==> config.mk <==
export PLATFORM = sky130hd
export DESIGN_NAME = steer_step_scheduler
export DESIGN_NICKNAME = d
export VERILOG_FILES = /design/src/rtl/steer_pkg.sv /design/src/rtl/step_period_timer.sv /design/src/rtl/steer_step_scheduler.sv
export SDC_FILE = /design/constraint.sdc
export NUM_CORES = 1
export LEC_CHECK = 0
export ABC_AREA = 1
export ABC_CLOCK_PERIOD_IN_PS = 3780
export CAP_MARGIN = 20
export CELL_PAD_IN_SITES_DETAIL_PLACEMENT = 1
export CELL_PAD_IN_SITES_GLOBAL_PLACEMENT = 2
export CORE_ASPECT_RATIO = 1.25
export CORE_MARGIN = 1
export CORE_UTILIZATION = 33
export DETAILED_ROUTE_END_ITERATION = 8
export PLACE_DENSITY_LB_ADDON = 0.1
export SETUP_SLACK_MARGIN = 0.2
export SYNTH_ARGS = -nofsm -noshare
export SYNTH_HDL_FRONTEND = slang
export SYNTH_SLANG_ARGS = --single-unit
==> constraint.sdc <==
create_clock -name clk -period 3.78 [get_ports clk]
set_clock_uncertainty 0.1 [all_clocks]
set_input_delay 0.567 -clock clk [delete_from_list [all_inputs] [get_ports clk]]
set_output_delay 0.567 -clock clk [all_outputs]
set_load 0.05 [all_outputs]
==> src/rtl/steer_pkg.sv <==
// Shared definitions for the steering stepper scheduler: state codes,
// default timing/travel constants, the signed position type and a clamp helper.
package steer_pkg;

    localparam int POS_W         = 8;
    localparam int DEF_LIMIT_POS = 75;
    localparam int DEF_TICK_FAST = 900_000;
    localparam int DEF_TICK_SLOW = 1_600_000;
    localparam int CNT_W         = 24;

    typedef logic [2:0] state_t;

    localparam state_t ST_IDLE   = 3'd0;
    localparam state_t ST_MANUAL = 3'd1;
    localparam state_t ST_CENTER = 3'd2;
    localparam state_t ST_TARGET = 3'd3;
    localparam state_t ST_SETTLE = 3'd4;

    typedef logic signed [POS_W-1:0] pos_t;

    // Limit a requested position to the symmetric travel window.
    function automatic pos_t clamp_pos(input pos_t v, input int lim);
        pos_t hi;
        pos_t lo;
        hi = pos_t'(lim);
        lo = pos_t'(-lim);
        if (v > hi) begin
            clamp_pos = hi;
        end else if (v < lo) begin
            clamp_pos = lo;
        end else begin
            clamp_pos = v;
        end
    endfunction

endpackage

==> src/rtl/step_period_timer.sv <==
// Step period timer: free-running counter that fires a tick when the current
// period (base rate from engine_on, doubled while ramping) has elapsed.
// The terminal count is re-evaluated every cycle, so a shorter period that the
// counter has already passed fires on the very next cycle.
module step_period_timer
    import steer_pkg::*;
#(
    parameter int TICK_FAST = DEF_TICK_FAST,
    parameter int TICK_SLOW = DEF_TICK_SLOW
) (
    input  logic clk,
    input  logic rst,
    input  logic clear,
    input  logic engine_on,
    input  logic ramp,
    output logic tick
);

    localparam logic [CNT_W-1:0] FAST_LAST      = CNT_W'(TICK_FAST - 1);
    localparam logic [CNT_W-1:0] FAST_RAMP_LAST = CNT_W'(2 * TICK_FAST - 1);
    localparam logic [CNT_W-1:0] SLOW_LAST      = CNT_W'(TICK_SLOW - 1);
    localparam logic [CNT_W-1:0] SLOW_RAMP_LAST = CNT_W'(2 * TICK_SLOW - 1);
    localparam logic [CNT_W-1:0] CNT_ONE        = {{(CNT_W-1){1'b0}}, 1'b1};

    logic [CNT_W-1:0] cnt_r;
    logic [CNT_W-1:0] last_s;

    // Select this cycle's terminal count and decide whether the period is up.
    always_comb begin
        last_s = SLOW_LAST;
        if (engine_on) begin
            if (ramp) begin
                last_s = FAST_RAMP_LAST;
            end else begin
                last_s = FAST_LAST;
            end
        end else begin
            if (ramp) begin
                last_s = SLOW_RAMP_LAST;
            end else begin
                last_s = SLOW_LAST;
            end
        end
        tick = (!clear) && (cnt_r >= last_s);
    end

    // Count clocks between steps; restart on clear or after each tick.
    always_ff @(posedge clk) begin
        if (rst) begin
            cnt_r <= {CNT_W{1'b0}};
        end else if (clear || tick) begin
            cnt_r <= {CNT_W{1'b0}};
        end else begin
            cnt_r <= cnt_r + CNT_ONE;
        end
    end

endmodule

==> src/rtl/steer_step_scheduler.sv <==
// Steering stepper scheduler: arbitrates manual keys, auto-center and the
// autopilot target, issues step pulses and owns the wheel position.
// Build option: define STEER_RAMP_EN to run the first RAMP_STEPS steps of
// every move at twice the base period; without it every step uses the base.
module steer_step_scheduler
    import steer_pkg::*;
#(
`ifdef STEER_RAMP_EN
    parameter int RAMP_STEPS = 4,
`endif
    parameter int TICK_FAST  = DEF_TICK_FAST,
    parameter int TICK_SLOW  = DEF_TICK_SLOW,
    parameter int LIMIT_POS  = DEF_LIMIT_POS,
    parameter int SETTLE_CYC = 250_000
) (
    input  logic clk,
    input  logic rst,
    input  logic engine_on,
    input  logic key_left,
    input  logic key_right,
    input  logic key_center,
    input  logic tgt_valid,
    input  pos_t tgt_pos,
    output logic tgt_ready,
    output logic tgt_done,
    output logic tgt_abort,
    output logic step_req,
    output logic step_dir,
    output pos_t pos,
    output logic busy,
    output logic at_limit
);

    localparam int   SC_W     = (SETTLE_CYC > 1) ? $clog2(SETTLE_CYC) : 1;
    localparam logic [SC_W-1:0] SC_LAST = SC_W'(SETTLE_CYC - 1);
    localparam logic [SC_W-1:0] SC_ONE  = {{(SC_W-1){1'b0}}, 1'b1};
    localparam pos_t LIM_P    = pos_t'(LIMIT_POS);
    localparam pos_t LIM_N    = pos_t'(-LIMIT_POS);
    localparam pos_t POS_ZERO = {POS_W{1'b0}};
    localparam pos_t POS_ONE  = {{(POS_W-1){1'b0}}, 1'b1};

    state_t            state_r;
    state_t            state_nx_s;
    pos_t              pos_r;
    pos_t              pos_nx_s;
    pos_t              tgt_r;
    pos_t              tgt_nx_s;
    pos_t              tgt_clamp_s;
    logic              dir_r;
    logic              dir_nx_s;
    logic [SC_W-1:0]   settle_cnt_r;
    logic [SC_W-1:0]   settle_nx_s;
    logic              step_req_r;
    logic              step_dir_r;
    logic              tgt_done_r;
    logic              busy_r;
    logic              at_limit_r;

    logic              any_key_s;
    logic              manual_s;
    logic              ready_s;
    logic              abort_s;
    logic              done_nx_s;
    logic              moving_s;
    logic              move_dir_s;
    logic              room_s;
    logic              clear_s;
    logic              tick_s;
    logic              ramp_s;
    logic              step_s;

    // Key decoding and the combinational handshake outputs.
    always_comb begin
        any_key_s   = key_left | key_right | key_center;
        manual_s    = key_left ^ key_right;
        ready_s     = (!rst) && (state_r == ST_IDLE) && (!any_key_s);
        abort_s     = (!rst) && (state_r == ST_TARGET) && any_key_s;
        tgt_clamp_s = clamp_pos(tgt_pos, LIMIT_POS);
    end

    // Next-state arbitration: manual keys first, then target, then centering.
    always_comb begin
        state_nx_s = state_r;
        tgt_nx_s   = tgt_r;
        dir_nx_s   = dir_r;
        done_nx_s  = 1'b0;
        case (state_r)
            ST_IDLE: begin
                if (manual_s) begin
                    state_nx_s = ST_MANUAL;
                    dir_nx_s   = key_left;
                end else if (tgt_valid && ready_s) begin
                    tgt_nx_s = tgt_clamp_s;
                    if (tgt_clamp_s == pos_r) begin
                        state_nx_s = ST_SETTLE;
                        done_nx_s  = 1'b1;
                    end else begin
                        state_nx_s = ST_TARGET;
                    end
                end else if (key_center && (pos_r != POS_ZERO)) begin
                    state_nx_s = ST_CENTER;
                end else begin
                    state_nx_s = ST_IDLE;
                end
            end
            ST_MANUAL: begin
                if ((!manual_s) || (key_left != dir_r)) begin
                    state_nx_s = ST_SETTLE;
                end else begin
                    state_nx_s = ST_MANUAL;
                end
            end
            ST_CENTER: begin
                if ((pos_r == POS_ZERO) || (!key_center) || key_left || key_right) begin
                    state_nx_s = ST_SETTLE;
                end else begin
                    state_nx_s = ST_CENTER;
                end
            end
            ST_TARGET: begin
                if (any_key_s) begin
                    state_nx_s = ST_SETTLE;
                end else if (pos_r == tgt_r) begin
                    state_nx_s = ST_SETTLE;
                    done_nx_s  = 1'b1;
                end else begin
                    state_nx_s = ST_TARGET;
                end
            end
            ST_SETTLE: begin
                if (settle_cnt_r == SC_LAST) begin
                    state_nx_s = ST_IDLE;
                end else begin
                    state_nx_s = ST_SETTLE;
                end
            end
            default: begin
                state_nx_s = ST_IDLE;
            end
        endcase
    end

    // Direction of travel for the moving states and whether the timer runs.
    always_comb begin
        moving_s   = 1'b0;
        move_dir_s = 1'b0;
        case (state_r)
            ST_MANUAL: begin
                moving_s   = 1'b1;
                move_dir_s = dir_r;
            end
            ST_CENTER: begin
                moving_s   = 1'b1;
                move_dir_s = (pos_r < POS_ZERO);
            end
            ST_TARGET: begin
                moving_s   = 1'b1;
                move_dir_s = (tgt_r > pos_r);
            end
            default: begin
                moving_s   = 1'b0;
                move_dir_s = 1'b0;
            end
        endcase
        clear_s = (!moving_s) || (state_nx_s != state_r);
    end

    // Issue a step only when the timer expires and the travel limit allows it.
    always_comb begin
        if (move_dir_s) begin
            room_s = (pos_r < LIM_P);
        end else begin
            room_s = (pos_r > LIM_N);
        end
        step_s = tick_s && room_s;
        if (step_s) begin
            if (move_dir_s) begin
                pos_nx_s = pos_r + POS_ONE;
            end else begin
                pos_nx_s = pos_r - POS_ONE;
            end
        end else begin
            pos_nx_s = pos_r;
        end
    end

    // Settle timer runs only while in SETTLE and restarts on every state entry.
    always_comb begin
        if (state_nx_s != state_r) begin
            settle_nx_s = {SC_W{1'b0}};
        end else if (state_r == ST_SETTLE) begin
            settle_nx_s = settle_cnt_r + SC_ONE;
        end else begin
            settle_nx_s = {SC_W{1'b0}};
        end
    end

`ifdef STEER_RAMP_EN
    localparam int RC_W = (RAMP_STEPS > 0) ? $clog2(RAMP_STEPS + 1) : 1;
    localparam logic [RC_W-1:0] RAMP_LIM = RC_W'(RAMP_STEPS);
    localparam logic [RC_W-1:0] RC_ONE   = {{(RC_W-1){1'b0}}, 1'b1};

    logic [RC_W-1:0] ramp_cnt_r;

    // Ramp is active until RAMP_STEPS steps of the current move have been issued.
    always_comb begin
        ramp_s = (ramp_cnt_r < RAMP_LIM);
    end

    // Count issued steps per move, saturating at the ramp length.
    always_ff @(posedge clk) begin
        if (rst) begin
            ramp_cnt_r <= {RC_W{1'b0}};
        end else if (state_nx_s != state_r) begin
            ramp_cnt_r <= {RC_W{1'b0}};
        end else if (step_s && ramp_s) begin
            ramp_cnt_r <= ramp_cnt_r + RC_ONE;
        end else begin
            ramp_cnt_r <= ramp_cnt_r;
        end
    end
`else
    // Without the ramp option every step uses the base period.
    always_comb begin
        ramp_s = 1'b0;
    end
`endif

    step_period_timer #(
        .TICK_FAST (TICK_FAST),
        .TICK_SLOW (TICK_SLOW)
    ) u_timer (
        .clk       (clk),
        .rst       (rst),
        .clear     (clear_s),
        .engine_on (engine_on),
        .ramp      (ramp_s),
        .tick      (tick_s)
    );

    // State, position and registered outputs; flags follow next-state values.
    always_ff @(posedge clk) begin
        if (rst) begin
            state_r      <= ST_IDLE;
            pos_r        <= POS_ZERO;
            tgt_r        <= POS_ZERO;
            dir_r        <= 1'b0;
            settle_cnt_r <= {SC_W{1'b0}};
            step_req_r   <= 1'b0;
            step_dir_r   <= 1'b0;
            tgt_done_r   <= 1'b0;
            busy_r       <= 1'b0;
            at_limit_r   <= 1'b0;
        end else begin
            state_r      <= state_nx_s;
            pos_r        <= pos_nx_s;
            tgt_r        <= tgt_nx_s;
            dir_r        <= dir_nx_s;
            settle_cnt_r <= settle_nx_s;
            step_req_r   <= step_s;
            step_dir_r   <= step_s ? move_dir_s : step_dir_r;
            tgt_done_r   <= done_nx_s;
            busy_r       <= (state_nx_s != ST_IDLE);
            at_limit_r   <= (pos_nx_s == LIM_P) || (pos_nx_s == LIM_N);
        end
    end

    assign tgt_ready = ready_s;
    assign tgt_abort = abort_s;
    assign tgt_done  = tgt_done_r;
    assign step_req  = step_req_r;
    assign step_dir  = step_dir_r;
    assign pos       = pos_r;
    assign busy      = busy_r;
    assign at_limit  = at_limit_r;

endmodule

==> results.rst <==
.. list-table::
   :header-rows: 1

   * - Metric
     - Value
   * - Min-delay worst type
     - reg -> reg
   * - Launching element type of the critical path
     - input port
   * - Number of search-and-repair iterations in the first detailed-routing pass
     - 4
   * - Post-synthesis cell type count
     - 43
   * - Num Clock Sinks
     - 67
   * - Highest attainable clock frequency
     - ~300 MHz
   * - Combined area of all synthesized cells
     - roughly 4200 um^2
   * - Launch point of the critical path
     - key_left
   * - TritonCTS clock tree
     - done
   * - Net Sw Power
     - ~1.3 mW
   * - Maximum number of pins on one net before global-route repair
     - 23
   * - Critical-path cell list
     - clkdlybuf4s50_1 > inv_1 > ha_1 > inv_1 > nor2_1 > inv_2 > nor3_4 > clkdlybuf4s50_1
   * - Yosys top cell by area
     - dfxtp_1
   * - DIE AREA
     - between 10000 and 15000 um^2
   * - Top cells by area, synth
     - dfxtp_1 32%, nand2_1 13%, ha_1 8.1%
   * - Final count of negative-setup-slack endpoints
     - 0
   * - Endpoint kind of the worst setup timing path
     - output pin
   * - Fill cells
     - around 1600
   * - Top fanout value on the critical path
     - 4
   * - Setup slack after placement
     - -0.257 ns
   * - Seq/Total Area, Yosys
     - about a third
   * - CTS buffer count
     - 9
   * - Clock transition time at the flip-flop clock pins of the worst setup and hold paths
     - ~0.050 ns
   * - Arrival time of the worst setup path
     - 2.71 ns
   * - Width of the die
     - 103 um
   * - Ratio of routed vias to standard cells
     - 4.94
   * - GRT overflow
     - 0
   * - Transition time at the pin with the least slew margin
     - about 1.1 ns
   * - Internal power
     - between 1.5 and 2 mW
   * - Placement-stage cell area
     - around 5000 um^2
   * - Summed negative setup slack over all endpoints
     - 0 ns
   * - Routed Antenna Nets
     - 0
   * - Net switching share of the total power
     - between 30% and 40%
   * - DPL Wire Length
     - approximately 9.9 mm
   * - Number of maximum-capacitance violations
     - 0
   * - CP max stage delay
     - 0.83 ns
   * - Relative area change from synthesis to final layout
     - 30.1%
   * - Buffers added on ports
     - 29
   * - Clock Root Buffer
     - clkbuf_16
   * - Number of nets at the end of the flow
     - approximately 730
   * - Final slew viol count
     - 0
   * - Max transition margin
     - a little under a quarter
   * - Combinational fraction of design power
     - 46.4%
   * - Maximum clock insertion buffer count
     - 2
   * - Post-route DRC violation count
     - 0
   * - CP max-delay cell
     - clkdlybuf4s50_1
   * - Gate count of the mapped netlist
     - between 600 and 700
   * - Final critical delay including setup and external delays
     - around 3.4 ns
   * - Total vias in the final route
     - ~4200
   * - Latest clock arrival within the worst-skew pair
     - 0.34 ns
   * - Final wirelength
     - approximately 13 mm
   * - Part of the total power dissipated in sequential elements
     - 24.8%
   * - Final routed wire length divided by cell count
     - around 15 um
   * - Standard-cell rows
     - between 40 and 50
   * - Effective utilization at floorplan
     - between 30% and 40%
   * - Number of antenna violations at the first check in global routing
     - 0
   * - Post-Syn Area per Cell
     - between 6 and 7 um^2
   * - Ant diodes
     - 0
   * - Iteration-0 DRC count of the detailed router
     - between 40 and 50
   * - Number of global-route vias before repair
     - ~4600
   * - Core region area
     - about 12000 um^2
   * - Yosys reg bits
     - 67
   * - Tcrit/Tclk final
     - between 80% and 90%
   * - First-pass GRT wire length
     - 21.3 mm
   * - Routability cong.
     - about 0.9
   * - Unrepaired setup endpoints after global routing
     - false
   * - Outcome
     - finished clean
   * - Power per cell area
     - around 590 nW/um^2
   * - Data required time of the critical path
     - slightly above 3 ns
   * - Reg-to-reg critical path startpoint
     - pos[3]
   * - Yosys warning count
     - 0
   * - Final std cell area, no fill
     - ~5400 um^2
   * - Hold_sp
     - settle_cnt_r[0]
   * - Share of final-layout standard cells stronger than drive strength 1
     - 19.0%
   * - Final count of hold timing violations
     - 0
   * - Standby leakage power
     - about 2.4 nW
   * - Share of the synthesized area in the top cell type
     - between 30% and 40%
   * - Die Y
     - 128 um
   * - H-Tree Depth
     - 3
   * - Worst vdd ir
     - approximately 280 uV
   * - Total track usage
     - a little over a fifth
   * - Minimum setup slack in the final design
     - 0.400 ns
   * - Type of the worst setup path
     - in -> out
   * - Ports
     - 30
   * - Power share of the clock group
     - 28.8%
## power groups by stage
stage                     combinational [mW]  sequential (mW)  clock [mW]
final                                   1.47            0.786       0.915
after floorplan                        0.721            0.922           0
after detailed placement                1.31            0.802           0
after global placement                  1.29            0.799           0
after CTS                               1.34            0.787       0.944
after global routing                    1.62            0.792       0.970
## cells by family (layout without fill, tap and decap cells)
kind of cell               Yosys count  after routing  share of synthesized area, %
AOI/OAI and AO/OA                   69             69                          9.28
adders and majority gates           28             28                          8.59
DFF                                 67             67                          32.2
xor gates and xnor gates            18             18                          3.78
other                                1              2                        0.0900
buffers and inverters               98            177                          9.52
and+or+nand+nor                    328            329                          36.5
## cell usage after synthesis, drive strengths merged
library cell	n
nor4	2
o31ai	1
nor3	23
fa	1
xnor2	3
o211ai	3
nand2	148
a21oi	31
and3	3
a221oi	1
a31oi	7
or2	1
o21bai	1
o21a	1
xor2	15
inv	84
nor2	79
a311oi	1
conb	1
ha	27
dfxtp	67
nor3b	12
nand3	34
o21ai	22
a21o	1
nand4	25
buf	6
or3	1
clkbuf	8
## timing repair
action / CTS / global route
hold buffers: 0 / 0
pin swaps: 3 / 18
buffers inserted: 2 / 3
resized for setup: 7 / 39
endpoints found under the setup margin: 11 / 33
gates cloned: 0 / 2
## through the flow
step | std cells | util [%] | hold slack [ns] | total power, mW
finish | 854 | 44.4 | 0.346 | 3.17
global route | 854 | 44.4 | 0.371 | 3.38
CTS | 849 | 43.1 | 0.352 | 3.07
detailed placement | 832 | 40.2 | 0.342 | 2.11
global placement | 832 | 40.2 | 0.327 | 2.09
floorplan | 610 | - | 0.318 | 1.64
## worst paths after layout
| path | end | slack (ns) | depth (start not counted) |
|---|---|---|---|
| hold reg to reg | settle_cnt_r[0] | 0.35 | 1 |
| hold / removal | settle_cnt_r[0] | 0.35 | 1 |
| setup reg to reg | at_limit | 0.48 | 23 |
| setup / recovery | tgt_ready | 0.40 | 8 |
## cell usage in the layout, fill, tap and decap left out, types with 4 or more instances in the layout
cell	n
nor2_2	4
o21ai_1	5
buf_4	46
nor3_1	18
nor2_1	73
a21oi_1	24
o21ai_0	17
a31oi_1	7
clkdlybuf4s50_1	23
nand3_1	30
nand2_2	13
dfxtp_1	64
clkbuf_16	9
inv_1	64
inv_2	18
nor3b_1	11
a21oi_2	7
dlymetal6s2s_1	6
xor2_1	15
nand2_1	133
ha_1	25
nand4_1	25
## layer usage
metal  vias up  wire (um)  GRT usage [%]
met3        38        266           3.28
met2        60       6710           39.5
met5         -          0              0
li1       2143          -              -
met4         0        578           12.9
met1      1982       5220           21.8
## flip-flops by register name, indices dropped and copies added, names as in the netlist
register	cells
u_timer.cnt_r	24
settle_cnt_r	18
pos	8
tgt_r	8
state_r	3
at_limit	1
busy	1
dir_r	1
step_dir	1
step_req	1
tgt_done	1
## layout make-up
type	instances	area, um^2	share of cell area, %
multi-input cells	446	2550	47.0
flip-flops and latches	67	1350	24.8
repair buffers	78	684	12.6
inverters	84	320	5.91
clock buffers	10	239	4.41
well taps	164	205	3.79
clock inverters	5	77.6	1.43
## critical path: cells and delay by family
family,cells,cell delay [ns]
and+or+nand+nor,2,0.44
adders and majority gates,1,0.16
buffers and inverters,5,1.54
Note: power is estimated with default switching activity, not from simulation.
